[config.mk]
export PLATFORM = sky130hd
export DESIGN_NAME = output_pulse_gen
export DESIGN_NICKNAME = d
export VERILOG_FILES = /design/src/rtl/output_pulse_gen.sv
export SDC_FILE = /design/constraint.sdc
export NUM_CORES = 1
export LEC_CHECK = 0
export BUFFER_PORTS_ARGS = -buffer_cell sky130_fd_sc_hd__buf_2
export CAP_MARGIN = 20
export CORE_MARGIN = 3
export CORE_UTILIZATION = 35
export CTS_CLUSTER_DIAMETER = 30
export DETAILED_ROUTE_END_ITERATION = 10
export PLACE_DENSITY = 0.5
export SLEW_MARGIN = 30
export SYNTH_ARGS = -nofsm -noshare
export SYNTH_HDL_FRONTEND = slang
export SYNTH_SLANG_ARGS = --single-unit
[constraint.sdc]
create_clock -name clk_div_in -period 7.25 [get_ports clk_div_in]
set_input_delay 0.725 -clock clk_div_in [delete_from_list [all_inputs] [get_ports clk_div_in]]
set_output_delay 0.725 -clock clk_div_in [all_outputs]
set_load 0.005 [all_outputs]
[src/rtl/output_pulse_gen.sv]
// Pulse timeline generator: produces one pulse of configurable delay and width,
// spread over parallel words for a downstream output SERDES (bit 0 sent first).
//
// state | meaning
// IDLE  | no pulse pending; data_out at idle level
// DELAY | data_out carries a word lying entirely before the first pulse bit
// PULSE | data_out carries a word holding at least one pulse bit
module output_pulse_gen #(
  parameter int DATA_WIDTH   = 4,
  parameter int DELAY_WIDTH  = 24,
  parameter int PWIDTH_WIDTH = 16
) (
  input  logic                    clk_div_in,
  input  logic                    reset_n,
  input  logic                    trigger,
  input  logic [DELAY_WIDTH-1:0]  delay,
  input  logic [PWIDTH_WIDTH-1:0] pulse_width,
  input  logic                    invert,
  input  logic                    enable,
  output logic [DATA_WIDTH-1:0]   data_out,
  output logic                    busy,
  output logic                    trigger_dropped
);

  localparam int MW = (DELAY_WIDTH > PWIDTH_WIDTH) ? DELAY_WIDTH : PWIDTH_WIDTH;
  localparam int EW = MW + 1;
  // Bit-index/word width keeps headroom above the largest end index, so no wrap.
  localparam int KW = MW + 3;
  localparam logic [KW-1:0] DW_K = KW'(DATA_WIDTH);

  typedef enum logic [1:0] {IDLE, DELAY, PULSE} state_t;

  state_t                 state_q, state_d;
  logic [KW-1:0]          word_q, word_d;
  logic [DELAY_WIDTH-1:0] delay_q, delay_d;
  logic [EW-1:0]          end_q, end_d;
  logic [DATA_WIDTH-1:0]  mask_q, mask_d;
  logic                   busy_q, busy_d;
  logic                   drop_q, drop_d;

  logic                   use_in;
  logic [EW-1:0]          end_in;
  logic [KW-1:0]          dl_sel, en_sel, w_sel, kbase, k;
  logic [DATA_WIDTH-1:0]  mask_calc;
  logic                   next_in_pulse, last_shown;

  always_comb begin
    use_in    = (state_q == IDLE);
    end_in    = EW'(delay) + EW'(pulse_width);
    dl_sel    = use_in ? KW'(delay) : KW'(delay_q);
    en_sel    = use_in ? KW'(end_in) : KW'(end_q);
    w_sel     = use_in ? '0 : word_q;
    kbase     = w_sel * DW_K;
    k         = '0;
    mask_calc = '0;
    for (int i = 0; i < DATA_WIDTH; i++) begin
      k            = kbase + KW'(i);
      mask_calc[i] = (k >= dl_sel) && (k < en_sel);
    end
    next_in_pulse = (kbase + DW_K) > dl_sel;
    // word_q indexes the next word, so word_q*DW is one past the shown word.
    last_shown    = KW'(end_q) <= (word_q * DW_K);
  end

  always_comb begin
    state_d = state_q;
    word_d  = word_q;
    delay_d = delay_q;
    end_d   = end_q;
    mask_d  = '0;
    busy_d  = 1'b0;
    drop_d  = 1'b0;
    case (state_q)
      IDLE: begin
        if (enable && trigger && (pulse_width != '0)) begin
          delay_d = delay;
          end_d   = end_in;
          word_d  = KW'(1);
          mask_d  = mask_calc;
          busy_d  = 1'b1;
          state_d = next_in_pulse ? PULSE : DELAY;
        end
      end
      DELAY, PULSE: begin
        if (!enable) begin
          state_d = IDLE;
          word_d  = '0;
        end else begin
          drop_d = trigger;
          if (last_shown) begin
            state_d = IDLE;
            word_d  = '0;
          end else begin
            mask_d  = mask_calc;
            busy_d  = 1'b1;
            word_d  = word_q + KW'(1);
            state_d = next_in_pulse ? PULSE : DELAY;
          end
        end
      end
      default: begin
        state_d = IDLE;
        word_d  = '0;
      end
    endcase
  end

  // reset_n deassertion is expected to be synchronised upstream to clk_div_in.
  always_ff @(posedge clk_div_in or negedge reset_n) begin
    if (!reset_n) begin
      state_q <= IDLE;
      word_q  <= '0;
      delay_q <= '0;
      end_q   <= '0;
      mask_q  <= '0;
      busy_q  <= 1'b0;
      drop_q  <= 1'b0;
    end else begin
      state_q <= state_d;
      word_q  <= word_d;
      delay_q <= delay_d;
      end_q   <= end_d;
      mask_q  <= mask_d;
      busy_q  <= busy_d;
      drop_q  <= drop_d;
    end
  end

  // Polarity is applied after the register so idle level follows invert in reset too.
  assign data_out        = mask_q ^ {DATA_WIDTH{invert}};
  assign busy            = busy_q;
  assign trigger_dropped = drop_q;

endmodule

Word level (Yosys, flattened, before mapping)
Index checks and enable logic that the tools add are counted.
- $add $sub $neg: 6
- $mul: 0
- divide/modulo/power cells: 0
- $lt $le $gt $ge: 10
- equal/unequal tests: 3
- shifts and indexed selects: 0
- multiplexer cells: 22
- bitwise operators: 1
- reductions and logical operators: 10
- operators with widths (cell ; number):
    27-bit by 24-bit >= comparator with 1-bit output ; 4
    27-bit by 25-bit less-than comparator with 1-bit output ; 4
    27-bit two-way mux ; 3
    27-bit by 1-bit adder with 27-bit output, second input constant ; 2
    27-bit by 2-bit adder with 27-bit output, second input constant ; 2
    27-bit one-hot mux with 2 select lines ; 1
    25-bit two-way mux ; 2
    27-bit by 3-bit adder with 27-bit output, second input constant ; 1
    27-bit by 24-bit > comparator with 1-bit output ; 1
    25-bit by 27-bit less-or-equal comparator with 1-bit output ; 1
    24-bit by 16-bit adder with 25-bit output ; 1
    24-bit two-way mux ; 1
    16-bit nonzero test ; 1
    4-bit two-way mux ; 3
    2-bit two-way mux ; 4
    4-bit one-hot mux with 2 select lines ; 1
    1-bit logical AND ; 6
    1-bit two-way mux ; 5
    2-bit one-hot mux with 2 select lines ; 1
    4-bit bitwise XOR ; 1
    2-bit by 1-bit equality test with 1-bit output, second input constant ; 1
    2-bit equality test, second input constant ; 1
    2-bit zero test ; 1
    2-bit by 1-bit inequality test with 1-bit output, second input constant ; 1
    other kinds (3) ; 3
- flip-flop bits (word level): 84
- bits in latches: 0
- RAM bits: 0
- bits in read-only memories: 0
- input port bits: 45
- memories: 0

Logic depth before layout (Yosys ltp)
Gate-level depths: netlist of the first run.
- word-level depth: 8
- gate-level depth with buffers: 21
- depth with buffers taken out: 19

Least setup slack after synthesis of the first run
No wires, ideal clock.
- path type: input-to-reg
- from: input port delay[0]
- to: register mask_q[2]
- setup time: 0.135 ns
- data arrival time: 4.394 ns
- required time: 7.115 ns
- path slack: 2.722 ns
- cell stages on the path: 18
- path through: ha_1 -> inv_1 -> fa_1 -> and2b_1 -> o21ai_2 -> a21boi_4 -> o2111ai_2 -> and3_1 -> buf_6 -> or4_4 -> a31o_1 -> ha_1 -> nand2_1 -> nor4_1 -> nor4b_1 -> inv_1 -> nor4_1 -> nor4b_1
- word-level cells in the longest chain between the ends: 7
- ends and longest elaborated chain (what ; RTL line ; RTL):
    from (decl) ; 16 ; input logic [DELAY_WIDTH-1:0] delay,
    24-bit by 16-bit adder with 25-bit output ; 49 ; end_in = EW'(delay) + EW'(pulse_width);
    25-bit two-way mux ; 51 ; en_sel = use_in ? KW'(end_in) : KW'(end_q);
    27-bit by 25-bit less-than comparator with 1-bit output ; 58 ; mask_calc[i] = (k >= dl_sel) && (k < en_sel);
    1-bit logical AND * ; 58 ;
    4-bit two-way mux ; 90 ; if (last_shown) begin
    4-bit two-way mux ; 85 ; if (!enable) begin
    4-bit one-hot mux with 2 select lines * ; 73 ; case (state_q)
    net mask_d[2] ; 37 ; logic [DATA_WIDTH-1:0] mask_q, mask_d;
    to (signal assigned) ; 123 ; mask_q <= mask_d;
    to (decl) ; 37 ;
The timed path passes the listed nets; every way through them passes the cells marked *.
A chain may end at the register's enable or synchronous reset.

Worst setup path after layout of the first run
Ends and elaborated chain as after synthesis.

==> flow_metrics.tcl, run 1 <==
set metrics [dict create \
    yosysUniqueCellTypes 68 \
    cts_hold_buf 0 \
    dpl-instance-area_sq_um 8330 \
    antenna_cells 0 \
    rsz0062_at_grt "no" \
    power_density_nw_per_um2 269 \
    max_stage_delay_ns 0.55 \
    ant_nets 0 \
    mostFrequentLayoutCell "nand2_1" \
    postCtsSetupRepairBufs 0 \
    dp_hpwl_mm 18.8 \
    synthCells 942 \
    routedWlPerCell_microns 19.2 \
    cts_sinks 82 \
    die_x_microns 155 \
    tritoncts "done" \
    critPathBufInv 3 \
    p_leak_uw 0.00414 \
    syn_avg_cell_area_sq_um 8.27 \
    yosysWarnings 0 \
    postCtsResizedCells 0 \
    clkTransAtPathRegs_ns 0.07 \
    status "complete, no violations" \
    rrSetupSlack_ns 2.72 \
    routed_via_density 5.56 \
    power_frac_comb 0.507 \
    min_period_ns 4.77 \
    setup_viol 0 \
    port_buffers 50 \
    clkLatencyLatePin_ns 0.35 \
    firstDrtPassIters 5 \
    required_ns 7.47 \
    num_rows 53 \
    worstMarginPinSlew_ns 0.854 \
    grt_pass1_vias 6783 \
    fin_crit_sh 0.658 \
    drt_iter0_markers 399 \
    htree_num_levels 3 \
    wl_met2_mm 10.4 \
    cts_buffers 9 \
    root_buffer "clkbuf_16" \
    setup.worst_path.start_class "input pin" \
    antenna_found_initial 0 \
    yosysSeqAreaShare 0.263 \
    fin_skew_ns 0.0136 \
    path_delay_family "simple AND/OR/NAND/NOR gates" \
    gp_congestion 0.810 \
    crit_type "input pin to flip-flop" \
    final_max_slew_viol_count 0 \
    drc 0 \
    top_layer "met4" \
    synth-seq-cells 82 \
    synthesis.nets 1100 \
    hold_class "input pin to async pin" \
    whs_ns 0.282 \
    wirelength_mm 24.1 \
    final_area_sq_um 8590 \
    io_pins 51 \
    die_area_sq_um 24100 \
    grt_max_degree 60 \
    switching_share 0.454 \
    area_growth_pct 10.2 \
    grt.total_usage 0.203 \
    drive_above_1_share 0.105 \
    cp_slowest_cell "or4_4" \
    start_util 0.364 \
    ir_worst_vdd_uv 160 \
    worstPathMaxFanout 8 \
    grt_pass1_wl_mm 38.7 \
    overflow 0 \
    final_nets 1137 \
    die_h_microns 155 \
    cts_buffer_depth 2 \
    met3_length_microns 843 \
    syn-cell-area_sq_um 7790 \
    core_area_sq_um 21400 \
    seq_power_share 0.303 \
    synth_edf_count 0 \
    final_cell_mix "nand2_1, ha_1, dfrtp_1, nor2_1, a21oi_1" \
    cap_violations 0 \
    vias 6987 \
    crit_arrival_ns 4.99 \
    clockPowerShare 0.190 \
    synthFlopType "dfrtp_1" \
    wl_met1_mm 12.6 \
    cp_cell_sequence "buf_2 > ha_1 > inv_1 > fa_1 > and2b_1 > o21ai_2 > a21boi_4 > o2111ai_2 > and3_1 > or4_4 > a31o_1 > ha_1 > nand2_1 > nor4_1 > nor4b_1 > inv_1 > nor4_1 > nor4b_1" \
    end_kind "flip-flop" \
    hold_viol 0 \
    p_int_uw 1260 \
    async_reset_ff_frac 1.00 \
    fmaxAchievable_mhz 209 \
    final.setup.tns_ns 0 \
    slew_headroom 0.431 \
    p_switching_uw 1050 \
]
power by group through the flow:
stage,registers [uW],clock network (uW),logic (uW)
after floorplan,667,0,844
after global placement,708,0,1170
after detailed placement,709,0,1170
after CTS,700,451,1180
after global routing,720,466,1330
final,702,439,1170
state kept, by name, indices dropped and copies added (netlist names):
name             cells
mask_q               4
trigger_dropped      1
state_q              2
word_q              25
busy                 1
end_q               25
delay_q             24
logic make-up after synthesis:
group | Yosys count | synth area share
XOR/XNOR | 36 | 0.0405
AND/OR/NAND/NOR | 364 | 0.225
buffers and inverters | 73 | 0.0369
AO/OA/AOI/OAI | 227 | 0.190
adder cells (fa/ha/maj) | 113 | 0.182
flip-flops | 82 | 0.263
multiplexers | 47 | 0.0618
worst paths after layout:
| kind | from | to | cells after the start |
|---|---|---|---|
| min in group clk_div_in | delay_q[7] | delay_q[7] | 2 |
| setup reg to reg | state_q[1] | state_q[0] | 17 |
| setup / recovery | delay[0] | mask_q[2] | 18 |
| hold reg to reg | delay_q[7] | delay_q[7] | 2 |
| hold / removal | reset_n | trigger_dropped | 1 |
| max in group asynchronous | reset_n | word_q[22] | 2 |
layout make-up:
class / instances / area (sq um)
flip-flops and latches: 82 / 2050
clock buffers: 9 / 225
multi-input cells: 787 / 5470
well taps: 275 / 344
inverters: 42 / 158
clock inverters: 5 / 33.8
fillers: 2211 / 12800
repair buffers: 57 / 305
through the flow:
step	setup WS [ns]	utilization	power [uW]	std cells
6_report	2.48	0.401	2310	1257
3_3_place_gp	2.21	0.389	1880	1243
2_1_floorplan	2.72	-	1510	942
5_1_grt	2.20	0.401	2520	1257
4_1_cts	2.48	0.401	2330	1257
3_5_place_dp	2.11	0.389	1880	1243
layer usage:
layer / track usage / vias up
li1: - / 3516
met1: 0.308 / 3302
met2: 0.316 / 154
met3: 0.0178 / 15
met4: 0.0400 / 0
met5: 0 / -
synthesized netlist by cell type, drive strengths merged, types with 10 or more instances:
library cell | n | share of area
ha | 112 | 0.18
nand2 | 154 | 0.074
xnor2 | 21 | 0.024
a21oi | 61 | 0.039
clkbuf | 22 | 0.011
inv | 42 | 0.020
nand4 | 22 | 0.018
and3 | 11 | 0.0088
mux2i | 38 | 0.049
nand3 | 16 | 0.010
a21o | 25 | 0.024
xor2 | 15 | 0.017
nor2 | 71 | 0.035
o211ai | 10 | 0.0096
dfrtp | 82 | 0.26
o21ai | 50 | 0.033
nor3 | 19 | 0.012
nor4 | 19 | 0.018
Power figures use the tool's default switching activity.
==> run 2: changes to the inputs <==
--- a/config.mk
+++ b/config.mk
@@ -11,7 +11,7 @@
 export CORE_UTILIZATION = 35
 export CTS_CLUSTER_DIAMETER = 30
 export DETAILED_ROUTE_END_ITERATION = 10
-export PLACE_DENSITY = 0.5
+export PLACE_DENSITY = 0.52
 export SLEW_MARGIN = 30
 export SYNTH_ARGS = -nofsm -noshare
 export SYNTH_HDL_FRONTEND = slang
==> constraint.sdc (replaced) <==
create_clock -name clk_div_in -period 4.2 [get_ports clk_div_in]
set_input_delay 0.42 -clock clk_div_in [delete_from_list [all_inputs] [get_ports clk_div_in]]
set_output_delay 0.42 -clock clk_div_in [all_outputs]
set_load 0.005 [all_outputs]
==> run 2 against run 1 <==
Non-clock buffer count up 26. Utilization is 1.6 points higher. Worst setup slack worse by 2.3 ns. Hold slack worse by 0.20 ns. Sequential cell count unchanged. Via count increased by 1.7%. Die area is the same. Clock-buffer cell count up 2. Clock skew decreased by 0.0077 ns. First-iteration DRC count increased by 11%. Critical path depth stayed put. Routed wire length increased by 0.36%. Largest cell class unchanged.
==> flow_metrics.tcl, run 2 (same netlist as run 1, synthesis figures left out) <==
set metrics [dict create \
    die_area_sq_um 24100 \
    crit_arrival_ns 4.25 \
    antenna_found_initial 0 \
    max_stage_delay_ns 0.52 \
    tritoncts "done" \
    setup.worst_path.start_class "input pin" \
    cap_violations 0 \
    io_pins 51 \
    grt_pass1_wl_mm 38.3 \
    hold_viol 0 \
    grt_max_degree 64 \
    cp_cell_sequence "buf_2 > ha_1 > inv_1 > fa_1 > and2b_1 > o21ai_2 > a21boi_4 > o2111ai_2 > and3_2 > or4_4 > a31o_1 > ha_1 > nand2_1 > nor4_4 > nor4b_4 > inv_1 > nor4_4 > nor4b_2" \
    drc 0 \
    path_delay_family "simple AND/OR/NAND/NOR gates" \
    cts_buffers 9 \
    status "complete, no violations" \
    clkLatencyLatePin_ns 0.35 \
    htree_num_levels 3 \
    overflow 0 \
    r2r-start "state_q[1]" \
    grt_pass1_vias 6834 \
    ant_nets 0 \
    crit_type "input pin to flip-flop" \
    final_cell_mix "nand2_1, ha_1, dfrtp_1, nor2_1, a21oi_1" \
    antenna_cells 0 \
    root_buffer "clkbuf_16" \
    dp_cells 1268 \
    required_ns 4.43 \
    wirelength_mm 24.2 \
    num_rows 53 \
    whs_ns 0.0866 \
    setup_viol 0 \
    die_h_microns 155 \
    area_growth_pct 14.6 \
    final_cells 1285 \
    p_leak_uw 0.00433 \
    final_util 0.417 \
    power_density_nw_per_um2 473 \
    gp_congestion 0.875 \
    cts_sinks 82 \
    routed_via_density 5.53 \
    drt_iter0_markers 441 \
    start_util 0.364 \
    cts_buffer_depth 2 \
    critPathBufInv 3 \
    final_nets 1163 \
    slew_headroom 0.488 \
    worstMarginPinSlew_ns 0.769 \
    fin_crit_sh 0.956 \
    fin_skew_ns 0.00586 \
    startpoint "delay[0]" \
    port_buffers 50 \
    clkTransAtPathRegs_ns 0.07 \
    worst-r2r-cell-count 21 \
    routedWlPerCell_microns 18.8 \
    firstDrtPassIters 5 \
    dp_slack_ns -0.308 \
    ir_worst_vdd_uv 251 \
    grt.total_usage 0.202 \
    fmaxAchievable_mhz 249 \
    dp_hpwl_mm 19.1 \
    hold_class "input pin to async pin" \
    mostFrequentLayoutCell "nand2_1" \
    end_kind "flip-flop" \
    die_x_microns 155 \
    drive_above_1_share 0.136 \
    cp_slowest_cell "or4_4" \
    min_period_ns 4.01 \
    worstPathMaxFanout 5 \
    worst_slack_ns 0.186 \
    final_max_slew_viol_count 0 \
    crit_cells 18 \
    core_area_sq_um 21400 \
    vias 7108 \
    top_regs "end_q (25), word_q (25), delay_q (24)" \
]
[run 2: final cells by class]
| type | count | area, sq um |
|---|---|---|
| well taps | 275 | 344 |
| fillers | 2192 | 12500 |
| clock inverters | 5 | 85.1 |
| repair buffers | 83 | 504 |
| clock buffers | 11 | 253 |
| inverters | 42 | 158 |
| multi-input cells | 787 | 5530 |
| flip-flops and latches | 82 | 2050 |
[run 2: repair_timing]
item / 4_1_cts / 5_1_grt
resized for setup: 0 / 11
buffers inserted: 0 / 1
hold buffers: 0 / 0
endpoints found under the setup margin: 0 / 6
[run 2: stage by stage]
step / instance area, sq um / total power [uW] / setup TNS, ns
6_report: 8930 / 4220 / 0
5_1_grt: 8930 / 4570 / -0.0171
4_1_cts: 8860 / 4210 / 0
3_5_place_dp: 8520 / 3270 / -0.972
3_3_place_gp: 8520 / 3260 / -0.770
2_1_floorplan: 7800 / 2610 / 0
[run 2: path summary, 6_finish.rpt]
path	endpoint	slack (ns)
setup / recovery	mask_q[2]	0.19
hold / removal	word_q[5]	0.09
setup reg to reg	state_q[0]	0.36
hold reg to reg	delay_q[5]	0.47
max in group asynchronous	end_q[16]	3.35
min in group clk_div_in	delay_q[5]	0.29
[run 2: where the power goes]
part           leakage, uW  switching [uW]  internal (uW)
registers          0.00106             198           1020
logic              0.00311            1270            805
clock network     0.000162             372            558
total              0.00433            1840           2380
[run 2: per-layer routing]
metal  part of all wire  up-vias  GRT usage
met5                  0        -          0
met4              0.018        0     0.0567
met3              0.027       25     0.0178
met2               0.44      122      0.311
met1               0.52     3390      0.303
li1                   -     3571          -
